==> src/rtl/instr_fetch.sv <==
// Instruction fetch sequencer: fetches the word at pc, classifies it, starts the
// controller and waits for its busy/done handshake before advancing pc.
module instr_fetch #(
  parameter int AW = 8
) (
  input  logic          clk,
  input  logic          reset,
  input  logic          run,
  input  logic          w,
  input  logic [15:0]   mem_rdata,
  output logic [AW-1:0] mem_addr,
  output logic          mem_rd,
  output logic          s,
  output logic [2:0]    opcode,
  output logic [1:0]    op,
  output logic [15:0]   ir,
  output logic [AW-1:0] pc,
  output logic          halted,
  output logic          err
);

  typedef enum logic [2:0] {
    IDLE,
    FETCH,
    LATCH,
    ISSUE,
    WAIT_BUSY,
    WAIT_DONE,
    HALT,
    TRAP
  } state_t;

  state_t        state_q, state_d;
  logic [AW-1:0] pc_q, pc_d;
  logic [15:0]   ir_q, ir_d;
  logic [2:0]    tmo_q, tmo_d;
  logic          halted_q, halted_d;
  logic          err_q, err_d;

  logic [2:0]    rd_opcode;
  logic [1:0]    rd_op;
  logic          rd_legal;

  // Decode straight from the memory word so the branch is taken in LATCH itself.
  assign rd_opcode = mem_rdata[15:13];
  assign rd_op     = mem_rdata[12:11];
  assign rd_legal  = (rd_opcode == 3'b101) || ((rd_opcode == 3'b110) && !rd_op[0]);

  always_comb begin
    state_d  = state_q;
    pc_d     = pc_q;
    ir_d     = ir_q;
    tmo_d    = tmo_q;
    halted_d = halted_q;
    err_d    = err_q;
    mem_rd   = 1'b0;
    s        = 1'b0;

    unique case (state_q)
      IDLE: begin
        if (run) state_d = FETCH;
      end
      FETCH: begin
        mem_rd  = !reset;
        state_d = LATCH;
      end
      LATCH: begin
        ir_d = mem_rdata;
        if (rd_opcode == 3'b111) begin
          state_d  = HALT;
          halted_d = 1'b1;
        end else if (rd_legal) begin
          state_d = ISSUE;
        end else begin
          state_d = TRAP;
          err_d   = 1'b1;
        end
      end
      ISSUE: begin
        s       = !reset;
        tmo_d   = 3'd0;
        state_d = WAIT_BUSY;
      end
      WAIT_BUSY: begin
        // The controller must acknowledge by dropping w within seven cycles.
        if (!w) begin
          state_d = WAIT_DONE;
        end else begin
          tmo_d = tmo_q + 3'd1;
          if (tmo_q == 3'd6) begin
            state_d = TRAP;
            err_d   = 1'b1;
          end
        end
      end
      WAIT_DONE: begin
        if (w) begin
          pc_d    = pc_q + AW'(1);
          state_d = run ? FETCH : IDLE;
        end
      end
      HALT: begin
        state_d = HALT;
      end
      TRAP: begin
        state_d = TRAP;
      end
      default: begin
        state_d = IDLE;
      end
    endcase
  end

  always_ff @(posedge clk) begin
    if (reset) begin
      state_q  <= IDLE;
      pc_q     <= '0;
      ir_q     <= '0;
      tmo_q    <= '0;
      halted_q <= 1'b0;
      err_q    <= 1'b0;
    end else begin
      state_q  <= state_d;
      pc_q     <= pc_d;
      ir_q     <= ir_d;
      tmo_q    <= tmo_d;
      halted_q <= halted_d;
      err_q    <= err_d;
    end
  end

  assign mem_addr = pc_q;
  assign pc       = pc_q;
  assign ir       = ir_q;
  assign opcode   = ir_q[15:13];
  assign op       = ir_q[12:11];
  assign halted   = halted_q;
  assign err      = err_q;

endmodule

==> config.mk <==
export PLATFORM = sky130hd
export DESIGN_NAME = instr_fetch
export DESIGN_NICKNAME = d
export VERILOG_FILES = /design/src/rtl/instr_fetch.sv
export SDC_FILE = /design/constraint.sdc
export NUM_CORES = 1
export LEC_CHECK = 0
export ABC_AREA = 1
export CORE_MARGIN = 3
export CORE_UTILIZATION = 40
export DETAILED_ROUTE_END_ITERATION = 8
export GPL_TIMING_DRIVEN = 0
export PLACE_DENSITY = 0.77
export SLEW_MARGIN = 20
export SYNTH_ARGS = -nofsm -noshare
export SYNTH_HDL_FRONTEND = slang
export SYNTH_SLANG_ARGS = --single-unit
export TNS_END_PERCENT = 1
==> constraint.sdc <==
create_clock -name clk -period 1.3 [get_ports clk]
set_input_delay 0.195 -clock clk [delete_from_list [all_inputs] [get_ports clk]]
set_output_delay 0.195 -clock clk [all_outputs]
set_load 0.005 [all_outputs]
==> run metrics, run 1 <==
status completed; synth unique cells 23; highest routed layer met4; DRT met1 WL 1540 um; CP max stage cell dfxtp_4; post-route cell area 2410 um^2; share of flip-flops with an asynchronous set or reset 0; reg2reg path depth 8; routed wl met2 2030 um; Area contributors post-synth dfxtp_1 41%, nand2_1 14%, a21oi_1 9.2%; port bufs 60; crit path DAT 1.09 ns; Yosys reg bits 32; count leader, synth nand2_1; HPWL Detailed 2850 um; final worst-path cycle share 0.992; Tightest Pin Transition 0.473 ns; relative slew slack 0.685; worst slack, placed -0.657 ns; Die Width 68.7 um; Hold Path Class in2reg; sequential power share 0.407; crit path to s; Post-Synthesis Cells between 200 and 250; clock insertion delay at the later pin of the skew report 0.28 ns; gpl congestion just under 0.8; most frequent cells after synthesis 57 x nand2_1, 32 x dfxtp_1, 29 x a21oi_1, 20 x inv_1, 18 x nor2_1; Power Internal 0.00217 W; Top-Level Pins 61; Final setup viols 0; reg2reg setup slack 0.06 ns; CP startpoint kind register; worst r2r src tmo_q[0]; Crit Path Max Fanout 5; detailed-route via count about 1600; Crit Reg-Reg Endpoint state_q[2]; cell leakage power between 1 and 1.5 nW; critical path class reg2out; minimum clock period about 1.3 ns; Final ANT Viol Nets 0; sw frac 0.348; Seq/Total Area, Yosys 0.407; Placed Cells between 300 and 400; CTS Buffer Depth 2; Clock Power Share 0.210; final setup margin 0.0101 ns; wire per inst approximately 11 um; Max Cap Violations 0; Worst EP required between 1 and 1.5 ns; fin nets 320; synthesis-to-finish area growth 53.0%; Switch Pwr about 0.0012 W; vias in the first global route 1328; core area around 3700 um^2; max-slew violations 0; Die H 68.7 um; top-area cell type share of the netlist area 0.407; first-pass GRT wire length 5790 um; clk slew on worst S/H paths 0.06 ns; H-tree levels 2; number of buffers created by CTS 5; share of cells above drive strength 1 0.273; mapped cell area 1570 um^2; clock root cell clkbuf_8; vias per cell 4.71; Post-DP Area 2230 um^2; peak supply drop 0.788 mV; CP endpoint kind output pin; Sink Count 32; CTS tree yes; Worst path max stage delay 0.36 ns; warnings from Yosys 0; DRT iter0 DRCs 48; achievable frequency 0.775 GHz; Synth Flop Type dfxtp_1; largest net degree at the start of global routing 11; Final Non-Filler Cells 345; GRT Total Usage 0.169; Final Hold Violating Endpoints 0; router iterations before antenna repair 4; skew final roughly 0.0086 ns; routed wire length 3970 um; Power per Cell Area ~1400 nW/um^2; row count 22; initial antenna violation count 0; Avg Cell Area, Syn 7.15 um^2; RSZ-0062 raised after global routing true; cell taking the most area after synthesis dfxtp_1; Syn Nets about 240; CP Cell Sequence inv_4, nand3_4, nor2_1, clkdlybuf4s15_2; WL met3 306 um; grt total ovfl 0; drt drc 0; combinational cell fraction of total power 0.384; die area 4720 um^2; Critical path origin state_q[2]; FILL cells 355; initial core utilization 0.423; Post-synth EDFFs 0; # diodes 0
[critical path: cells and delay by family (launching register included)]
kind	cells	cell delay (ns)
flip-flops	1	0.36
AND/OR/NAND/NOR	2	0.18
buffers and inverters	2	0.27
[cells by family after synthesis]
family                     share of synthesized area
AOI/OAI and AO/OA                              0.138
adders and majority gates                     0.0239
buffers and inverters                          0.144
DFF                                            0.407
and+or+nand+nor                                0.286
[layout by cell type (no fill, tap or decap)]
| cell type | n |
|---|---|
| nand2_1 | 57 |
| buf_4 | 38 |
| a21oi_1 | 29 |
| dlygate4sd2_1 | 28 |
| inv_1 | 20 |
| clkdlybuf4s50_1 | 18 |
| nor2_1 | 16 |
| dfxtp_1 | 15 |
| o21ai_0 | 10 |
| dfxtp_2 | 10 |
| nand3_1 | 8 |
| dfxtp_4 | 7 |
| clkbuf_8 | 6 |
| nor2_4 | 4 |
| nand4_1 | 4 |
| nor2_2 | 3 |
| clkbuf_1 | 3 |
| o21ai_1 | 3 |
| ha_1 | 3 |
| inv_4 | 2 |
| nand3_4 | 2 |
| nand3_2 | 2 |
| inv_2 | 1 |
| nand2_4 | 1 |
| buf_6 | 1 |
| nand3b_1 | 1 |
| nand2_2 | 1 |
| o21bai_1 | 1 |
| clkinv_2 | 1 |
| buf_2 | 1 |
| clkdlybuf4s15_2 | 1 |
[layout make-up]
class                           count  area (um^2)  share of cell area
Buffer                             19          145              0.0603
Tap cell                           48         60.1              0.0250
Multi-Input combinational cell    145          738               0.307
Inverter                           23         91.3              0.0380
Sequential cell                    32          679               0.282
Timing Repair Buffer               71          614               0.255
Clock inverter                      1         5.00             0.00208
Clock buffer                        6         72.6              0.0302
[per-stage QoR]
step / total power, W / hold WS, ns / util / TNS, ns
finish: 0.00332 / 0.319 / 0.647 / 0
global route: 0.00355 / 0.319 / 0.647 / -0.118
CTS: 0.00325 / 0.308 / 0.639 / -0.0226
detailed placement: 0.00259 / 0.456 / 0.601 / -5.40
global placement: 0.00257 / 0.451 / 0.601 / -5.12
floorplan: 0.00203 / 0.264 / - / 0
[what timing repair did]
| action | CTS | global route |
|---|---|---|
| hold buffers | 0 | 0 |
| pin swaps | 0 | 2 |
| buffers inserted | 9 | 2 |
| resized for setup | 76 | 8 |
| setup endpoints to repair | 42 | 10 |
[sequential cells by signal, indices dropped and copies added (netlist names)]
name / flops
state_q: 3
err: 1
halted: 1
tmo_q: 3
ir: 16
mem_addr: 8
[power groups by stage]
| stage | logic [W] | clock network (W) | registers (W) |
|---|---|---|---|
| 2_1_floorplan | 0.000723 | 0 | 0.00131 |
| 3_3_place_gp | 0.00125 | 0 | 0.00131 |
| 3_5_place_dp | 0.00128 | 0 | 0.00131 |
| 4_1_cts | 0.00119 | 0.000715 | 0.00135 |
| 5_1_grt | 0.00142 | 0.000761 | 0.00137 |
| 6_report | 0.00128 | 0.000697 | 0.00135 |
[worst min path at each step]
stage                start          end  slack [ns]  depth (start not counted)
finish               reset  mem_addr[6]        0.32                          2
global route         reset        ir[0]        0.32                          2
CTS                  reset        ir[0]        0.31                          2
detailed placement   ir[8]        ir[8]        0.46                          2
global placement    ir[10]       ir[10]        0.45                          2
floorplan            reset        ir[0]        0.26                          1
[routing by layer]
| layer | GRT usage | up-vias |
|---|---|---|
| li1 | - | 841 |
| met2 | 0.282 | 54 |
| met5 | 0 | - |
| met3 | 0.0600 | 8 |
| met1 | 0.189 | 723 |
| met4 | 0.0827 | 0 |
(Power assumes the default switching activity.)
==> run 2: changes to the inputs <==
- TNS_END_PERCENT: 1 -> not set
==> run metrics, run 2 (synthesis gave the netlist of run 1 again) <==
status finished, violations left; failing checks setup timing; fin nets 324; # diodes 0; cell leakage power between 1 and 1.5 nW; drt drc 0; Hold Path Origin reset; GRT Total Usage 0.172; Crit Path Max Fanout 6; post-route cell area 2450 um^2; hold buffer count at CTS 0; share of cells above drive strength 1 0.243; HPWL Detailed 2850 um; Die Width 68.7 um; Worst EP required 1.11 ns; CP endpoint kind output pin; Switch Pwr 0.00117 W; most common cell after layout, fill and taps aside nand2_1; CTS tree yes; gpl congestion 0.775; routed wire length roughly 4000 um; FILL cells roughly 360; sw frac 0.348; final setup margin -0.000247 ns; Final setup viols 1; reg2reg setup slack ~0.06 ns; Top-Level Pins ~60; clk slew on worst S/H paths 0.06 ns; WHS Path Cells 2; core area between 3000 and 4000 um^2; combinational cell fraction of total power 0.391; Clock Power Share 0.208; skew final 0.00908 ns; Power Internal roughly 0.0022 W; clock insertion delay at the later pin of the skew report 0.28 ns; WP buf/inv 2; Placed Cells approximately 330; critical path class reg2out; RSZ-0062 raised after global routing true; Crit Reg-Reg Endpoint state_q[2]; Final Util 0.659; detailed-route via count 1640; initial core utilization 0.423; Final Hold Violating Endpoints 0; Sink Count 32; worst r2r src state_q[2]; Final Non-Filler Cells 349; number of buffers created by CTS 5; largest net degree at the start of global routing 11; CTS Buffer Depth 2; die area 4720 um^2; CP Cell Sequence inv_2, nand3_2, nor2_1, clkdlybuf4s15_2; worst slack, placed -0.657 ns; Final Power ~0.0034 W; sequential power share 0.401; final worst-path cycle share 1.00; Tightest Pin Transition roughly 0.47 ns; vias in the first global route ~1300; peak supply drop 0.796 mV; relative slew slack 0.689; most frequent cells in the layout 57 x nand2_1, 40 x dlygate4sd2_1, 30 x buf_4, 29 x a21oi_1, 20 x inv_1; max FFs per register 16; row count 22; port bufs 60; achievable frequency roughly 0.77 GHz; Final ANT Viol Nets 0; synthesis-to-finish area growth 55.7%; H-tree levels 2; Power per Cell Area 1370 nW/um^2; DRT iter0 DRCs 89; wire per inst 11.6 um; crit path DAT 1.11 ns; clock root cell clkbuf_8; CP max stage cell dfxtp_4; Die H 68.7 um; grt total ovfl 0; vias per cell 4.70; first-pass GRT wire length 5870 um; Hold Path Class in2reg; reg2reg path depth 7; initial antenna violation count 0; Worst path max stage delay roughly 0.37 ns; minimum clock period around 1.3 ns; CP startpoint kind register; Max Cap Violations 0; Post-DP Area about 2200 um^2; Worst path top cell family by delay flip-flops; Worst Hold Endpoint mem_addr[6]; router iterations before antenna repair 4; max-slew violations 0
run 2: cell count changes in the layout (fill, tap and decap cells not counted):
cell	before	now
dlygate4sd2_1	28	40
buf_2	1	0
inv_2	1	2
buf_4	38	30
inv_4	2	1
clkbuf_2	0	1
run 2: final cells by class:
| type | count | area, um^2 | area share |
|---|---|---|---|
| clock buffer | 6 | 72.6 | 0.0296 |
| buffer | 19 | 145 | 0.0593 |
| tap | 48 | 60.1 | 0.0245 |
| inverter | 23 | 88.8 | 0.0363 |
| sequential | 32 | 679 | 0.277 |
| clock inverter | 1 | 5.00 | 0.00204 |
| multi-input combinational | 145 | 738 | 0.301 |
| timing repair buffer | 75 | 659 | 0.269 |
run 2: worst max path at each step:
stage / start / to / slack [ns] / cells after the start
3_3_place_gp: reset / s / -0.65 / 4
3_5_place_dp: reset / mem_rd / -0.66 / 4
6_report: state_q[1] / mem_rd / -0.0002 / 4
5_1_grt: state_q[1] / mem_rd / -0.05 / 4
4_1_cts: state_q[0] / s / 0.0002 / 3
2_1_floorplan: tmo_q[0] / state_q[0] / 0.12 / 8
run 2: timing repair:
item,CTS,global route
pin swaps,1,2
cloned,0,0
endpoints found under the setup margin,42,11
setup buffers,12,3
resized for setup,76,6
run 2: power by group through the flow:
| stage | Sequential, W | Clock [W] | Combinational (W) |
|---|---|---|---|
| after floorplan | 0.00131 | 0 | 0.000723 |
| after global placement | 0.00131 | 0 | 0.00125 |
| after detailed placement | 0.00131 | 0 | 0.00128 |
| after CTS | 0.00133 | 0.000715 | 0.00126 |
| after global routing | 0.00136 | 0.000761 | 0.00146 |
| final | 0.00134 | 0.000696 | 0.00131 |
run 2: metrics by stage:
stage | TNS, ns | hold WS [ns]
2_1_floorplan | 0 | 0.264
4_1_cts | 0 | 0.308
3_5_place_dp | -5.40 | 0.456
3_3_place_gp | -5.12 | 0.451
5_1_grt | -0.201 | 0.319
6_report | -0.000247 | 0.319
run 2: routing by layer:
| metal | up-vias | track usage | wire, um |
|---|---|---|---|
| li1 | 850 | - | - |
| met1 | 736 | 0.193 | 1590 |
| met2 | 49 | 0.294 | 2090 |
| met3 | 5 | 0.0600 | 290 |
| met4 | 0 | 0.0730 | 72 |
| met5 | - | 0 | 0 |
==> run 3: changes to the inputs <==
- SKIP_LAST_GASP: not set -> 1
==> run metrics, run 3 (synthesis gave the netlist of run 1 again) <==
Die Width 68.7 um; GR met1 Demand/Resource 0.193; Max Cap Violations 0; FILL cells 356; Critical path origin state_q[1]; skew final between 0.009 and 0.01 ns; routed wire length 4040 um; GRT met2 Usage 0.294; clock insertion delay at the later pin of the skew report 0.28 ns; Crit Reg-Reg Endpoint state_q[2]; worst r2r src state_q[2]; grt met3 use 0.0600; final setup margin -0.000247 ns; fin nets 324; gpl congestion 0.775; Crit Path Max Fanout 6; die area 4720 um^2; vias per cell 4.70; initial antenna violation count 0; Final setup viols 1; Die H 68.7 um; area occupied by registers 679 um^2; initial core utilization 0.423; GRT Total Usage 0.172; share of cells above drive strength 1 0.243; achievable frequency 0.769 GHz; Worst EP required 1.11 ns; HPWL Detailed 2850 um; grt total ovfl 0; Top-Level Pins 61; failing checks setup timing; crit path DAT 1.11 ns; first-pass GRT wire length 5870 um; Post-DP Area 2230 um^2; Tightest Pin Transition 0.466 ns; worst slack, placed -0.657 ns; Multi-input gate area 738 um^2; vias in the first global route 1323; Hold Path Class in2reg; number of buffers created by CTS 5; setup TNS -0.000247 ns; reg2reg setup slack 0.06 ns; CP startpoint kind register; WHS Path Cells 2; row count 22; wire per inst around 12 um; synthesis-to-finish area growth 55.7%; clk slew on worst S/H paths 0.06 ns; Power per Cell Area around 1400 nW/um^2; largest net degree at the start of global routing 11; CP endpoint kind output pin; port bufs 60; CTS Buffer Depth 2; clock root cell clkbuf_8; detailed-route via count around 1600; Sink Count 32; hold buffer count at CTS 0; H-tree levels 2; DRT iter0 DRCs just under 90; RSZ-0062 raised after global routing true; reg2reg path depth 7; router iterations before antenna repair 4; drt drc 0; peak supply drop around 0.80 mV; core area approximately 3700 um^2; most common cell after layout, fill and taps aside nand2_1; Final Hold Violating Endpoints 0; cell leakage power 1.23 nW; status finished, violations left; max-slew violations 0; CTS tree yes; Hold Path Origin reset; most frequent cells in the layout 57 x nand2_1, 40 x dlygate4sd2_1, 30 x buf_4, 29 x a21oi_1, 20 x inv_1; critical path class reg2out; busiest layer in global routing met2; Final ANT Viol Nets 0; minimum clock period 1.30 ns; Worst Hold Endpoint mem_addr[6]; # diodes 0; relative slew slack 0.689; max FFs per register 16; post-route cell area ~2400 um^2; final worst-path cycle share 1.00
==> run 3: cell counts in the layout (fill, tap and decap cells not counted) <==
No cell type changed its count.
==> run 3: per-stage QoR <==
stage          hold slack, ns  cells  utilization  total power, W
2_1_floorplan           0.264    220            -         0.00203
3_3_place_gp            0.451    328        0.601         0.00257
3_5_place_dp            0.456    328        0.601         0.00259
4_1_cts                 0.308    346        0.651         0.00331
5_1_grt                 0.319    349        0.659         0.00358
6_report                0.319    349        0.659         0.00335
==> run 3: final cells by class <==
type                       instances  area share
clock inverter                     1     0.00204
multi-input combinational        145       0.301
timing repair buffer              75       0.269
clock buffer                       6      0.0296
tap                               48      0.0245
sequential                        32       0.277
inverter                          23      0.0363
buffer                            19      0.0593
==> run 3: worst max path at each step <==
stage / end / depth (start not counted)
floorplan: state_q[0] / 8
global placement: s / 4
detailed placement: mem_rd / 4
CTS: s / 3
global route: mem_rd / 4
finish: mem_rd / 4
==> run 3: repair_timing <==
| action | in CTS | in global routing |
|---|---|---|
| resized for setup | 76 | 6 |
| endpoints found under the hold margin | 0 | 0 |
| endpoints found under the setup margin | 42 | 11 |
| buffers inserted | 12 | 3 |
| pin swaps | 1 | 2 |
==> run 3: power breakdown <==
part	leakage [nW]	switching, W	total [W]	internal, W
clock network	0.0410	0.000334	0.000696	0.000363
registers	0.269	0.000162	0.00134	0.00118
logic	0.920	0.000671	0.00131	0.000641
==> run 3: layer usage <==
| layer | vias to the layer above | wire length, um |
|---|---|---|
| li1 | 850 | - |
| met1 | 736 | 1590 |
| met2 | 49 | 2090 |
| met3 | 5 | 290 |
| met4 | 0 | 72 |
| met5 | - | 0 |
==> run 3: worst max-delay path: stages, from the launching register on <==
cell             delay [ns]
dfxtp_4                0.37
inv_2                  0.08
nand3_2                0.08
nor2_1                 0.09
clkdlybuf4s15_2        0.20
